==> config.mk <==
export PLATFORM = sky130hd
export DESIGN_NAME = shim_cfg_shadow_bank
export DESIGN_NICKNAME = d
export VERILOG_FILES = /design/src/rtl/shim_cfg_shadow_bank.sv
export SDC_FILE = /design/constraint.sdc
export NUM_CORES = 1
export LEC_CHECK = 0
export ABC_AREA = 1
export BUFFER_PORTS_ARGS = -buffer_cell sky130_fd_sc_hd__buf_4
export CAP_MARGIN = 15
export CORE_AREA = 3 3 184 186
export CTS_BUF_LIST = sky130_fd_sc_hd__clkbuf_16
export CTS_CLUSTER_DIAMETER = 50
export CTS_CLUSTER_SIZE = 8
export DETAILED_ROUTE_END_ITERATION = 8
export DIE_AREA = 0 0 187 189
export GPL_TIMING_DRIVEN = 0
export MAX_ROUTING_LAYER = met4
export PLACE_DENSITY = 0.81
export SLEW_MARGIN = 25
export SYNTH_ARGS = -nofsm -noshare
export SYNTH_HDL_FRONTEND = slang
export SYNTH_SLANG_ARGS = --single-unit
==> constraint.sdc <==
create_clock -name clk -period 2.9 [get_ports clk]
set_clock_uncertainty 0.15 [all_clocks]
set_input_delay 0.58 -clock clk [delete_from_list [all_inputs] [get_ports clk]]
set_output_delay 0.58 -clock clk [all_outputs]
set_load 0.02 [all_outputs]
==> src/rtl/shim_cfg_shadow_bank.sv <==
// Per-channel configuration shadow bank: a new word is committed only after it has been stable.
// Optional SHIM_CFG_SHADOW_LOCK_EN lets an active lock defer commits (HOLD state).
module shim_cfg_shadow_bank #(
    parameter int NUM_CH        = 4,
    parameter int WIDTH         = 32,
    parameter int STABLE_CYCLES = 4
) (
    input  logic                    clk,
    input  logic                    rst,
    input  logic [NUM_CH*WIDTH-1:0] din,
    input  logic [NUM_CH*WIDTH-1:0] dout_default,
    input  logic                    lock,
    output logic [NUM_CH*WIDTH-1:0] dout,
    output logic [NUM_CH-1:0]       update,
    output logic [NUM_CH-1:0]       pending,
    output logic                    all_idle
);

    localparam int CNT_W = $clog2(STABLE_CYCLES + 1);
    localparam logic [CNT_W-1:0] CNT_LAST = CNT_W'(STABLE_CYCLES - 1);

    typedef enum logic [1:0] {IDLE, SETTLE, HOLD} state_t;

    logic lock_eff;
`ifdef SHIM_CFG_SHADOW_LOCK_EN
    assign lock_eff = lock;
`else
    // Port kept for interface compatibility; commits never wait on it.
    logic unused_lock;
    assign unused_lock = lock;
    assign lock_eff    = 1'b0;
`endif

    for (genvar i = 0; i < NUM_CH; i++) begin : g_ch
        state_t             state, state_nxt;
        logic [WIDTH-1:0]   cand, cand_nxt;
        logic [WIDTH-1:0]   dout_r, dout_nxt;
        logic [CNT_W-1:0]   cnt, cnt_nxt;
        logic               upd_r, upd_nxt;
        logic [WIDTH-1:0]   din_i;

        assign din_i = din[i*WIDTH +: WIDTH];

        always_comb begin
            state_nxt = state;
            cand_nxt  = cand;
            cnt_nxt   = cnt;
            dout_nxt  = dout_r;
            upd_nxt   = 1'b0;
            case (state)
                IDLE: begin
                    if (din_i != dout_r) begin
                        cand_nxt  = din_i;
                        cnt_nxt   = '0;
                        state_nxt = SETTLE;
                    end
                end
                SETTLE, HOLD: begin
                    if (din_i != cand) begin
                        // Any movement restarts settling; returning to dout aborts silently.
                        cand_nxt  = din_i;
                        cnt_nxt   = '0;
                        state_nxt = (din_i == dout_r) ? IDLE : SETTLE;
                    end else if (state == SETTLE && cnt != CNT_LAST) begin
                        cnt_nxt = cnt + 1'b1;
                    end else if (lock_eff) begin
                        state_nxt = HOLD;
                    end else begin
                        dout_nxt  = cand;
                        upd_nxt   = 1'b1;
                        state_nxt = IDLE;
                    end
                end
                default: state_nxt = IDLE;
            endcase
        end

        always_ff @(posedge clk) begin
            if (rst) begin
                state  <= IDLE;
                cand   <= '0;
                cnt    <= '0;
                dout_r <= dout_default[i*WIDTH +: WIDTH];
                upd_r  <= 1'b0;
            end else begin
                state  <= state_nxt;
                cand   <= cand_nxt;
                cnt    <= cnt_nxt;
                dout_r <= dout_nxt;
                upd_r  <= upd_nxt;
            end
        end

        assign dout[i*WIDTH +: WIDTH] = dout_r;
        assign update[i]              = upd_r;
        assign pending[i]             = (state != IDLE);
    end

    assign all_idle = ~|pending;

endmodule
# Word level (Yosys, flattened, before mapping)
# Cells that the tools add are included.
# Widths: inputs -> output; s select.
[word_totals] reg_bits=280 latch_bits=0 ram_bits=0 romBits=0 inputBits=259 out_inout_bits=137 elab_cells=190 mem_count=0
[op_classes] n_addsub=4 mul=0 div_mod_pow=0 magnitude_cmp=0 eq_ne=48 n_shift=0 muxes=68 n_bitwise=4 n_reduce_logical=46
[ops] operator="$mux 32" n=24
[ops] operator="$ne 32x32->1" n=8
[ops] operator="$pmux 32 s2" n=4
[ops] operator="$eq 32x32->1" n=4
[ops] operator="$mux 3" n=12
[ops] operator="$reduce_and 3->1" n=12
[ops] operator="$ne 2x2->1 const B" n=16
[ops] operator="$mux 2" n=12
[ops] operator="$ne 3x3->1 const B" n=8
[ops] operator="$pmux 3 s2" n=4
[ops] operator="$reduce_bool 2->1" n=12
[ops] operator="$pmux 2 s2" n=4
[ops] operator="$add 3x1->3 const B" n=4
[ops] operator="$ne 3x2->1 const B" n=4
[ops] operator="$reduce_or 3->1" n=4
[ops] operator="$eq 2x1->1 const B" n=4
[ops] operator="$eq 2x2->1 const B" n=4
[ops] operator="$logic_not 2->1" n=4
[ops] operator="$mux 1" n=8
[ops] operator="$reduce_and 2->1" n=4
[ops] operator="$reduce_or 2->1" n=4
[ops] operator="$logic_and 1x1->1" n=4
[ops] operator="$not 1->1" n=4
[ops] operator="$reduce_or 4->1" n=1
[ops] operator="$logic_not 1->1" n=1

# Longest topological paths before layout
# Gate-level depths: netlist of run 1.
[depth] ltp_word=6 ltp_mapped=14 ltp_nobuf=13

# Least setup slack after synthesis of run 1
# OpenSTA, ideal clock, no wires.
[synth_timing] kind="input port to flip-flop" from="in rst" to="reg g_ch[0].dout_r[0], enable pin" setup_ps=389 arrival_ps=2371 required_time_ps=2361 path_slack_ps=-10 stages=6 n_path_buf=4 path_cell_list="clkbuf_1 > clkbuf_1 > clkinv_1 > clkbuf_1 > clkbuf_1 > nand2_1"
[synth_via] elab_chain_len=2 elab_cells_between_ends=4 cone_classes="2 x eq/ne; 2 x reduce/logical"
[synth_rtl] item="start: declaration" line="9" source="input logic rst,"
[synth_rtl] item="$ne 2x2->1 (no line) / $reduce_bool 2->1 (equally long branches)"
[synth_rtl] item="$reduce_and 3->1 (no line) *"
[synth_rtl] item="end signal: assignment" line="83" source="dout_r <= dout_default[i*WIDTH +: WIDTH];"
[synth_rtl] item="end signal: assignment" line="89" source="dout_r <= dout_nxt;"
[synth_rtl] item="end: declaration" line="37" source="logic [WIDTH-1:0] dout_r, dout_nxt;"
# Mark *: on every way between the ends. The rest lies on a longest branch, timed or not.
# A chain may end at the register's enable or synchronous reset.

# Worst setup path in the final report of run 1
[layout_timing] from="in rst" to="reg g_ch[1].dout_r[12], enable pin"
[layout_via] elab_chain_len=2 elab_cells_between_ends=4 cone_classes="2 x eq/ne; 2 x reduce/logical"
[layout_rtl] item="$ne 2x2->1 (no line) / $reduce_bool 2->1 (equally long branches)"
[layout_rtl] item="$reduce_and 3->1 (no line) *"
[layout_rtl] item="end signal: assignment" line="83"
[layout_rtl] item="end signal: assignment" line="89"
[layout_rtl] item="end: declaration" line="37"
# Marks and branches as above.

==> metrics.log, run 1 <==
INFO  metric initial_core_util = between 40% and 50%
INFO  metric total_nets_after_synthesis = around 2500
INFO  metric number_of_buffers_on_the_longest_clock_path = 3
INFO  metric area_of_the_mapped_netlist = 15900 sq um
INFO  metric setup_tns = 0 ns
INFO  metric grt_start_max_net_pins = 33
INFO  metric multiInputGateArea = 7790 sq um
INFO  metric vias_per_cell = ~5.3
INFO  metric worstPathBufferInverterCount = 6
INFO  metric timing.reg2reg.setup_slack = ~0.38 ns
INFO  metric place_worst_setup_slack = -0.978 ns
INFO  metric power_leakage = 10.2 nW
INFO  metric most-common-layout-cells = 765 x nand2_1, 397 x buf_4, 365 x nor2_1, 235 x inv_1, 148 x dfxtp_1
INFO  metric areaGrowthSynthToFinish = 30.7%
INFO  metric clock_sinks = 276
INFO  metric die_h = between 150 and 200 microns
INFO  metric drv_slew = 0
INFO  metric tcrit_tclk_final = 94.6%
INFO  metric fp.dieW = between 150 and 200 microns
INFO  metric crit_type = input port to register
INFO  metric wire_length_of_the_first_global_routing_pass = 91.3 mm
INFO  metric clock-root-buffer = clkbuf_16
INFO  metric nets = 2978
INFO  metric drt.antenna.violating_nets = 0
INFO  metric yosys_warnings = 0
INFO  metric synth.ff_latch_count = approximately 280
INFO  metric routed_wire_length_per_instance = 19.0 microns
INFO  metric residual_drc_count = 0
INFO  metric cp_data_arrival_time = 2.85 ns
INFO  metric total_of_fill_cells_in_the_finished_design = 2961
INFO  metric antenna_violations_before_repair = 1
INFO  metric aggregate_global_routing_overflow = 0
INFO  metric io_buffers = 393
INFO  metric timing.final.hold_violations = 0
INFO  metric synthesized_area_per_cell = around 7 sq um
INFO  metric layout-drive-gt1-share = a little under a fifth
INFO  metric io-pin-count = roughly 400
INFO  metric clock_latency_on_the_worst_skew_pair = 0.53 ns
INFO  metric power-per-cell-area = approximately 530 nW/um^2
INFO  metric number_of_global_route_vias_before_repair = around 16000
INFO  metric vdd_ir_drop_max = 324 uV
INFO  metric worst_setup_path_start_kind = input port
INFO  metric critical_path_required = roughly 3 ns
INFO  metric layout_min_cycle_time = 2.74 ns
INFO  metric grt_use_total = about 34%
INFO  metric crit_path_max_incr_delay = 0.51 ns
INFO  metric critPathMaxFanout = 22
INFO  metric synthXorXnorAreaFrac = 7.79%
INFO  metric final-setup-viol-count = 0
INFO  metric synth_cells = around 2300
INFO  metric placedInstanceArea = 19400 sq um
INFO  metric row_count = 66
INFO  metric hold_path_class = input port to register
INFO  metric cts_buffer_count = 43
INFO  metric combinational_family_with_the_most_area_after_synthesis = simple AND/OR/NAND/NOR gates
INFO  metric crit_slowest_cell = clkbuf_2
INFO  metric ys_types = 30
INFO  metric muxShareOfSynthArea = 0%
INFO  metric drt_pass1_iterations = 6
INFO  metric yosys.area_share.adder = 0.632%
INFO  metric cp_common_cell = clkbuf_2
INFO  metric final_design_area_no_fill = 20700 sq um
INFO  metric via_count = 16800
INFO  metric detailed_place_hpwl = 47.5 mm
INFO  metric dpl_cells = 3108
INFO  metric layout.core_utilization = a little under two thirds
INFO  metric postRouteWirelength = 60.7 mm
INFO  metric post_cts_hold_buffer_count = 0
INFO  metric run_status = finished, final reports clean
INFO  metric place.gp.congestion = 1.03
INFO  metric cts.reportedPaths.clkPinSlew = 0.05 ns
INFO  metric endpoint_kind = register
INFO  metric cap_violations = 0
INFO  metric synth_compound_gate_area_share = 4.81%
INFO  metric drt_first_iter_violations = 1847
INFO  metric cts-htree-levels = 2
INFO  metric fmax = ~360 MHz
INFO  metric placeableCoreArea = 32500 sq um
INFO  metric area.sequential = 6810 sq um
INFO  metric tritoncts = built
INFO  metric final_cells = about 3200
INFO  metric synth_simple_gate_area_share = 35.8%
INFO  metric rsz_0062_raised_after_global_routing = false
INFO  metric max-slew-margin-rel = 41.9%
INFO  metric worst-slew-pin-transition = between 0.8 and 0.9 ns
INFO  metric seq_area_frac_synth = 42.9%
INFO  metric finalWorstSetupSlack = 0.157 ns
INFO  metric die_area = 35300 sq um
INFO  metric critical-path-top-delay-family = buffers and inverters
INFO  metric cp_cell_sequence = clkbuf_2 -> clkbuf_2 -> clkinv_1 -> clkbuf_1 -> clkbuf_2 -> nand2_2 -> buf_16
INFO  metric final_common_cell = nand2_1
==> cell usage after synthesis, drive strengths merged <==
library cell | n | area share [%]
nand2 | 770 | 18
nor2 | 366 | 8.7
inv | 217 | 5.1
dfxtp | 148 | 19
nand3 | 147 | 4.7
edfxtp | 128 | 24
xnor2 | 126 | 7.0
o21ai | 86 | 2.7
a21oi | 65 | 2.1
clkbuf | 64 | 1.5
nand3b | 42 | 2.0
buf | 33 | 1.4
nand4 | 33 | 1.3
xor2 | 15 | 0.83
or2 | 12 | 0.47
ha | 8 | 0.63
and2 | 4 | 0.16
and3 | 3 | 0.12
clkinv | 1 | 0.024
nor2b | 1 | 0.039
nor4 | 1 | 0.039
o22ai | 1 | 0.039
==> layer usage <==
layer | wire, microns | up-vias | global-route usage [%]
met4 | 2380 | 0 | 12.8
met1 | 24800 | 7768 | 42.9
met5 | 0 | - | -
li1 | - | 8005 | -
met3 | 5160 | 148 | 5.09
met2 | 28400 | 883 | 55.8
==> stage by stage <==
stage	power (W)	hold WS [ns]
after floorplan	0.00551	0.289
after global placement	0.00640	0.302
after detailed placement	0.00644	0.320
after CTS	0.0110	0.155
after global routing	0.0114	0.154
final	0.0110	0.169
==> flip-flops by register name, summed over array words and instances, names as in the netlist <==
| signal | cells |
|---|---|
| g_ch.cand | 128 |
| g_ch.cnt | 12 |
| g_ch.dout_r | 128 |
| g_ch.state | 4 |
| g_ch.upd_r | 4 |
==> kinds of logic after synthesis <==
| family | count (synthesis) |
|---|---|
| and+or+nand+nor | 1379 |
| adders and majority gates | 8 |
| AOI/OAI and AO/OA | 152 |
| DFF | 276 |
| buffers and inverters | 315 |
| xor gates and xnor gates | 141 |
==> path summary, 6_finish.rpt <==
path / startpoint / end / cells after the start
worst max register to register: g_ch[2].dout_r[30] / g_ch[2].cand[30] / 11
worst max-delay path: rst / g_ch[1].dout_r[12] / 7
worst min register to register: g_ch[2].cand[2] / g_ch[2].cand[2] / 2
worst min-delay path: dout_default[15] / g_ch[0].dout_r[15] / 3
==> worst reg2reg max path, stage by stage (launching register included) <==
cell,delay (ns)
edfxtp_1,0.44
xnor2_1,0.33
nand2_1,0.09
nor2_1,0.19
nand2_1,0.08
nor2_1,0.28
nand3_2,0.21
and2_1,0.20
buf_6,0.13
buf_6,0.14
nor2_1,0.13
nor2_1,0.06
==> where the power goes <==
group          switching (W)  total (W)  internal [W]
clock network        0.00180    0.00462       0.00282
logic                0.00108    0.00187      0.000787
registers           0.000195    0.00453       0.00434
==> repair_timing <==
action,4_1_cts,5_1_grt
buffers inserted,0,0
resized for setup,5,2
endpoints found under the setup margin,128,103
==> cell type report <==
class / count / area share (%)
multi-input combinational: 1680 / 37.6
sequential: 276 / 32.9
timing repair buffer: 395 / 14.5
clock buffer: 46 / 5.56
inverter: 218 / 3.95
tap: 442 / 2.67
buffer: 97 / 2.22
clock inverter: 32 / 0.610
antenna: 1 / 0.0121
Power figures use the tool's default switching activity.
==> run 2, diff against run 1 <==
- CORE_AREA: 3 3 184 186 -> 3 3 176 178
- DIE_AREA: 0 0 187 189 -> 0 0 179 181
- PLACE_DENSITY: 0.81 -> 0.84
- clock period: 2.9 -> 2.93 ns (I/O delays scaled with it)
==> run 2 against run 1 <==
Wire length fell by 1.3%. Register-to-register slack improved by 0.05 ns. Final area fell by 0.92%. Via count rose by 1.8%. Sequential share of layout area rose by 0.30 points. Hold slack improved by 0.018 ns. Global-route usage rose by 2.8 points. Setup slack improved by 0.11 ns. Sequential power fell by 1%. Total power fell by 4.4%. Cell count fell by 1.8%. Non-clock buffer count fell by 1. Largest power group is now registers.
==> metrics.log, run 2 (synthesis gave the netlist of run 1 again) <==
INFO  metric regToRegStartpoint = g_ch[0].dout_r[8]
INFO  metric rsz_0062_raised_after_global_routing = false
INFO  metric placedInstanceArea = 19300 sq um (-0.48%)
INFO  metric cp_data_arrival_time = 1.93 ns (-0.92 ns)
INFO  metric critical-path-top-delay-family = simple AND/OR/NAND/NOR gates
INFO  metric crit_path_start = g_ch[2].state[0]
INFO  metric power_leakage = 10.1 nW (-0.72%)
INFO  metric clock-root-buffer = clkbuf_16
INFO  metric drt_pass1_iterations = 6 (unchanged)
INFO  metric nets = 2975 (-0.10%)
INFO  metric clock_sinks = 276 (unchanged)
INFO  metric endpoint_kind = output pin
INFO  metric fmax = approximately 380 MHz
INFO  metric layout_min_cycle_time = 2.66 ns
INFO  metric via_count = 17100 (+1.8%)
INFO  metric die_h = 181 microns (-4.2%)
INFO  metric cts.reportedPaths.clkPinSlew = 0.05 ns (about the same)
INFO  metric drt_first_iter_violations = 1835 (-0.65%)
INFO  metric finalWorstSetupSlack = 0.266 ns (+0.109 ns)
INFO  metric antenna_violations_before_repair = 3 (+2)
INFO  metric power = 0.0105 W (-4.4%)
INFO  metric io_buffers = 393 (unchanged)
INFO  metric hold_path_class = input port to register
INFO  metric wire_length_of_the_first_global_routing_pass = 89.9 mm (-1.5%)
INFO  metric worstHoldStart = dout_default[43]
INFO  metric post_cts_hold_buffer_count = 0 (unchanged)
INFO  metric placeableCoreArea = 29600 sq um (-8.9%)
INFO  metric cp_cell_sequence = nor4_1 -> buf_4
INFO  metric worst-slew-pin-transition = 0.907 ns (+0.0345 ns)
INFO  metric fin_worst_hold_slack = 0.187 ns (+0.0177 ns)
INFO  metric tcrit_tclk_final = 90.9%
INFO  metric timing.final.hold_violations = 0 (unchanged)
INFO  metric layout-drive-gt1-share = 18.2% (-0.28 points)
INFO  metric tritoncts = built
INFO  metric final-setup-viol-count = 0 (unchanged)
INFO  metric aggregate_global_routing_overflow = 0 (unchanged)
INFO  metric place_worst_setup_slack = -0.911 ns (+0.0675 ns)
INFO  metric drv_slew = 0 (unchanged)
INFO  metric areaGrowthSynthToFinish = 29.5%
INFO  metric cts_buffer_count = 41 (-4.7%)
INFO  metric routed_wire_length_per_instance = 19.1 microns (+0.49%)
INFO  metric final_design_area_no_fill = 20500 sq um (-0.92%)
INFO  metric worst_setup_path_start_kind = register
INFO  metric initial_core_util = 53.6% (+4.8 points)
INFO  metric clock_latency_on_the_worst_skew_pair = 0.52 ns (about the same)
INFO  metric number_of_buffers_on_the_longest_clock_path = 3 (unchanged)
INFO  metric reg.largest.list = g_ch.cand: 128 flops, g_ch.dout_r: 128 flops, g_ch.cnt: 12 flops
INFO  metric cts-htree-levels = 2 (unchanged)
INFO  metric run_status = finished, final reports clean
INFO  metric cap_violations = 0 (unchanged)
INFO  metric vdd_ir_drop_max = 387 uV (+19%)
INFO  metric worstPathBufferInverterCount = 1 (-5)
INFO  metric die_area = 32400 sq um (-8.3%)
INFO  metric number_of_global_route_vias_before_repair = 16500 (+0.33%)
INFO  metric layout.core_utilization = 69.4% (+5.6 points)
INFO  metric residual_drc_count = 0 (unchanged)
INFO  metric most-common-layout-cells = 765 x nand2_1, 397 x buf_4, 365 x nor2_1, 236 x inv_1, 148 x dfxtp_1
INFO  metric critical_path_required = 2.19 ns (-0.82 ns)
INFO  metric vias_per_cell = 5.46 (+3.6%)
INFO  metric fp.dieW = 179 microns (-4.3%)
INFO  metric max-slew-margin-rel = 39.6% (-2.3 points)
INFO  metric power-per-cell-area = 513 nW/um^2 (-3.5%)
INFO  metric crit_slowest_cell = nor4_1
INFO  metric postRouteWirelength = 59.9 mm (-1.3%)
INFO  metric final_common_cell = nand2_1
INFO  metric detailed_place_hpwl = 46.6 mm (-1.9%)
INFO  metric io-pin-count = 396 (unchanged)
INFO  metric drt.antenna.violating_nets = 0 (unchanged)
INFO  metric grt_use_total = 36.8% (+2.8 points)
INFO  metric row_count = 63 (-4.5%)
INFO  metric critPathMaxFanout = 4 (-82%)
INFO  metric crit_path_max_incr_delay = 0.73 ns (+0.22 ns)
INFO  metric place.gp.congestion = 0.968 (-6.4%)
INFO  metric crit_type = register to output pin
INFO  metric grt_start_max_net_pins = 33 (unchanged)
## run 2: cell types whose count changed in the layout (fill, tap and decap cells not counted)
cell / previous run / this run
clkinv_2: 3 / 1
nand2_8: 0 / 3
diode_2: 1 / 3
clkinv_1: 2 / 3
nand2_4: 3 / 1
inv_4: 1 / 0
nand2_2: 2 / 1
buf_16: 2 / 1
inv_1: 235 / 236
clkbuf_16: 46 / 41
## run 2: metal layers
metal | global-route usage [%] | wire [microns] | vias to the layer above | part of all wire (%)
met3 | 4.79 | 5730 | 189 | 9.6
met2 | 59.0 | 27800 | 1015 | 46
met1 | 46.9 | 23400 | 7901 | 39
met5 | - | 0 | - | 0
met4 | 15.6 | 2950 | 0 | 4.9
li1 | - | - | 8000 | -
## run 2: stage by stage
step	cells	setup TNS [ns]
after floorplan	2271	0
after global placement	3054	-156.68
after detailed placement	3055	-112.72
after CTS	3127	-1.15
after global routing	3130	0
final	3130	0
## run 2: layout make-up
class	count	area [sq um]
Clock inverter	31	118
Sequential cell	276	6810
Clock buffer	41	1030
Timing Repair Buffer	394	2980
Buffer	97	459
Tap cell	390	488
Fill cell	2553	9030
Inverter	218	818
Multi-Input combinational cell	1680	7830
Antenna cell	3	7.51
## run 2: power breakdown
| part | switching [W] | internal [W] |
|---|---|---|
| Clock | 0.00172 | 0.00250 |
| Sequential | 0.000189 | 0.00429 |
| Combinational | 0.00106 | 0.000777 |
## run 2: path summary, 6_finish.rpt
check	endpoint	slack [ns]	cells past startpoint
setup / recovery	all_idle	0.27	2
hold / removal	g_ch[1].dout_r[11]	0.19	3
setup reg to reg	g_ch[0].cand[8]	0.43	10
hold reg to reg	g_ch[2].cand[2]	0.33	2
## run 2: timing repair
item                                    CTS  global route
resized for setup                         5             7
endpoints found under the setup margin  128           114
cloned                                    0             0
setup buffers                             0             0
## run 2: worst register-to-register path, cell delays in order, from the launching register on
cell and delay [ns]:
edfxtp_1 0.41, xnor2_1 0.33, nand2_1 0.13, nor2_1 0.16, nand2_1 0.06, nor2_1 0.19
nand3_2 0.22, clkbuf_1 0.39, nand3_1 0.20, nand2_1 0.06, nor2_1 0.13
==> run 3, diff against run 2 <==
- CELL_PAD_IN_SITES_DETAIL_PLACEMENT: not set -> 2
- CELL_PAD_IN_SITES_GLOBAL_PLACEMENT: not set -> 2
- CORE_AREA: 3 3 176 178 -> 3 3 238 240
- DIE_AREA: 0 0 179 181 -> 0 0 241 243
==> run 3 against run 2 <==
Sequential cell count is the same. Die area grew 81%. Hold slack lost 0.055 ns. Total power grew 11%. Critical endpoint is now g_ch[0].cand[12]. Via count grew 0.23%. Clock power grew 25%.
==> metrics.log, run 3 (synthesis gave the netlist of run 1 again) <==
INFO  metric via_count = 17100 (+0.23%)
INFO  metric final_common_cell = nand2_1
INFO  metric cap_violations = 0 (unchanged)
INFO  metric drv_slew = 0 (unchanged)
INFO  metric aggregate_global_routing_overflow = 0 (unchanged)
INFO  metric tritoncts = built
INFO  metric nets = 2983 (+0.27%)
INFO  metric run_status = finished, final reports clean
INFO  metric cp_data_arrival_time = 3.00 ns (+1.07 ns)
INFO  metric rsz_0062_raised_after_global_routing = false
INFO  metric endpoint_with_the_worst_hold_slack = g_ch[1].dout_r[21]
INFO  metric die_area = 58600 sq um (+81%)
INFO  metric timing.final.hold_violations = 0 (unchanged)
INFO  metric areaGrowthSynthToFinish = 34.2%
INFO  metric reg.largest.list = g_ch.cand: 128 flops, g_ch.dout_r: 128 flops, g_ch.cnt: 12 flops
INFO  metric worstHoldStart = dout_default[53]
INFO  metric hold_path_class = input port to register
INFO  metric cts-htree-levels = 2 (unchanged)
INFO  metric row_count = 86 (+37%)
INFO  metric worst-slew-pin-transition = 1.05 ns (+0.148 ns)
INFO  metric number_of_global_route_vias_before_repair = 19200 (+16%)
INFO  metric fmax = 379 MHz (+0.90%)
INFO  metric most-common-layout-cells = 765 x nand2_1, 397 x buf_4, 365 x nor2_1, 228 x inv_1, 148 x dfxtp_1
INFO  metric critPathMaxFanout = 10 (+6)
INFO  metric io-pin-count = 396 (unchanged)
INFO  metric layout-drive-gt1-share = 18.8% (+0.61 points)
INFO  metric endpoint_kind = register
INFO  metric die_h = 243 microns (+34%)
INFO  metric residual_drc_count = 0 (unchanged)
INFO  metric fin_worst_hold_slack = 0.131 ns (-0.0554 ns)
INFO  metric fp.dieW = 241 microns (+35%)
INFO  metric postRouteWirelength = 79.2 mm (+32%)
INFO  metric cts.reportedPaths.clkPinSlew = 0.05 ns (about the same)
INFO  metric tcrit_tclk_final = 90.1% (-0.81 points)
INFO  metric placeableCoreArea = 54900 sq um (+86%)
INFO  metric grt_start_max_net_pins = 27 (-18%)
INFO  metric antenna_violations_before_repair = 7 (+4)
INFO  metric drt_pass1_iterations = 5 (-1)
INFO  metric initial_core_util = 28.9% (-25 points)
INFO  metric vdd_ir_drop_max = 365 uV (-5.6%)
INFO  metric drt_first_iter_violations = 862 (-53%)
INFO  metric power-per-cell-area = 551 nW/um^2 (+7.4%)
INFO  metric cts_buffer_count = 47 (+15%)
INFO  metric layout_min_cycle_time = 2.64 ns (-0.0237 ns)
INFO  metric grt_use_total = 27.5% (-9.4 points)
INFO  metric detailed_place_hpwl = 62.9 mm (+35%)
INFO  metric worst-r2r-cell-count = 10 (unchanged)
INFO  metric holdPathStages = 3 (unchanged)
INFO  metric final-setup-viol-count = 0 (unchanged)
INFO  metric drt.antenna.violating_nets = 0 (unchanged)
INFO  metric place.gp.congestion = 0.924 (-4.6%)
INFO  metric power_leakage = 10.3 nW (+1.5%)
INFO  metric wire_length_of_the_first_global_routing_pass = 118 mm (+31%)
INFO  metric clock_sinks = 276 (unchanged)
INFO  metric critical_path_required = 3.29 ns (+1.10 ns)
INFO  metric number_of_buffers_on_the_longest_clock_path = 3 (unchanged)
INFO  metric max-slew-margin-rel = 29.7% (-9.9 points)
INFO  metric worst_setup_path_start_kind = register
INFO  metric clock-root-buffer = clkbuf_16
INFO  metric vias_per_cell = 4.95 (-9.4%)
INFO  metric final_cells = 3463 (+11%)
INFO  metric io_buffers = 393 (unchanged)
INFO  metric crit_type = register to register
INFO  metric regToRegStartpoint = g_ch[0].dout_r[8]
INFO  metric timing.reg2reg.setup_slack = 0.29 ns (-0.14 ns)
INFO  metric dpl_cells = 3372 (+10%)
INFO  metric final_design_area_no_fill = 21300 sq um (+3.6%)
INFO  metric placedInstanceArea = 19800 sq um (+2.3%)
INFO  metric routed_wire_length_per_instance = 22.9 microns (+20%)
INFO  metric clock_latency_on_the_worst_skew_pair = 0.58 ns (+0.06 ns)
INFO  metric timing.rr.end = g_ch[0].cand[12]
-- run 3: how the worst max path moves through the flow --
stage | from | endpoint | slack, ns | depth (start not counted)
final | g_ch[0].dout_r[8] | g_ch[0].cand[12] | 0.29 | 10
after global routing | g_ch[1].cand[29] | g_ch[1].dout_r[27] | 0.20 | 8
after CTS | g_ch[0].state[0] | all_idle | 0.32 | 2
after detailed placement | rst | g_ch[0].dout_r[1] | -1.08 | 7
after global placement | rst | g_ch[0].dout_r[1] | -1.73 | 6
after floorplan | rst | g_ch[0].dout_r[0] | 0.01 | 6
-- run 3: what timing repair did --
action	4_1_cts	5_1_grt
hold buffers	0	0
endpoints found under the setup margin	148	0
resized for setup	3	0
setup buffers	0	0
-- run 3: metal layers --
layer | GRT usage, % | up-vias | share of wire (%)
met5 | - | - | 0
li1 | - | 8026 | -
met2 | 47.2 | 460 | 50
met3 | 3.62 | 135 | 4.4
met1 | 33.2 | 8523 | 42
met4 | 8.80 | 0 | 3.2
-- run 3: critical path, stage by stage, from the launching register on --
cell and delay, ns:
edfxtp_1 0.42, xnor2_1 0.42, nand2_1 0.14, nor2_1 0.15
nand2_1 0.09, nor2_1 0.17, nand3_2 0.23, clkbuf_1 0.40
nand3b_1 0.22, nand2_1 0.08, nor2_1 0.12
-- run 3: area by class of cell --
class / count / area (sq um)
antenna: 5 / 12.5
buffer: 96 / 454
clock buffer: 52 / 1300
clock inverter: 35 / 170
fill: 6559 / 33600
inverter: 218 / 818
multi-input combinational: 1680 / 7780
sequential: 276 / 6810
tap: 704 / 881
timing repair buffer: 397 / 3040
-- run 3: report_power, final --
part | internal, W | total [W] | switching, W
clock | 0.00323 | 0.00527 | 0.00204
combinational | 0.000783 | 0.00196 | 0.00118
sequential | 0.00429 | 0.00449 | 0.000200
total | 0.00830 | 0.0117 | 0.00342
-- run 3: stage by stage --
stage          setup TNS [ns]  total power, W  worst slack (ns)  utilization [%]
2_1_floorplan               0         0.00546            0.0139                -
3_3_place_gp          -272.09         0.00643             -1.73             35.9
3_5_place_dp          -194.63         0.00652             -1.08             36.0
4_1_cts                     0          0.0118             0.320             38.7
5_1_grt                     0          0.0122             0.201             38.8
6_report                    0          0.0117             0.290             38.8
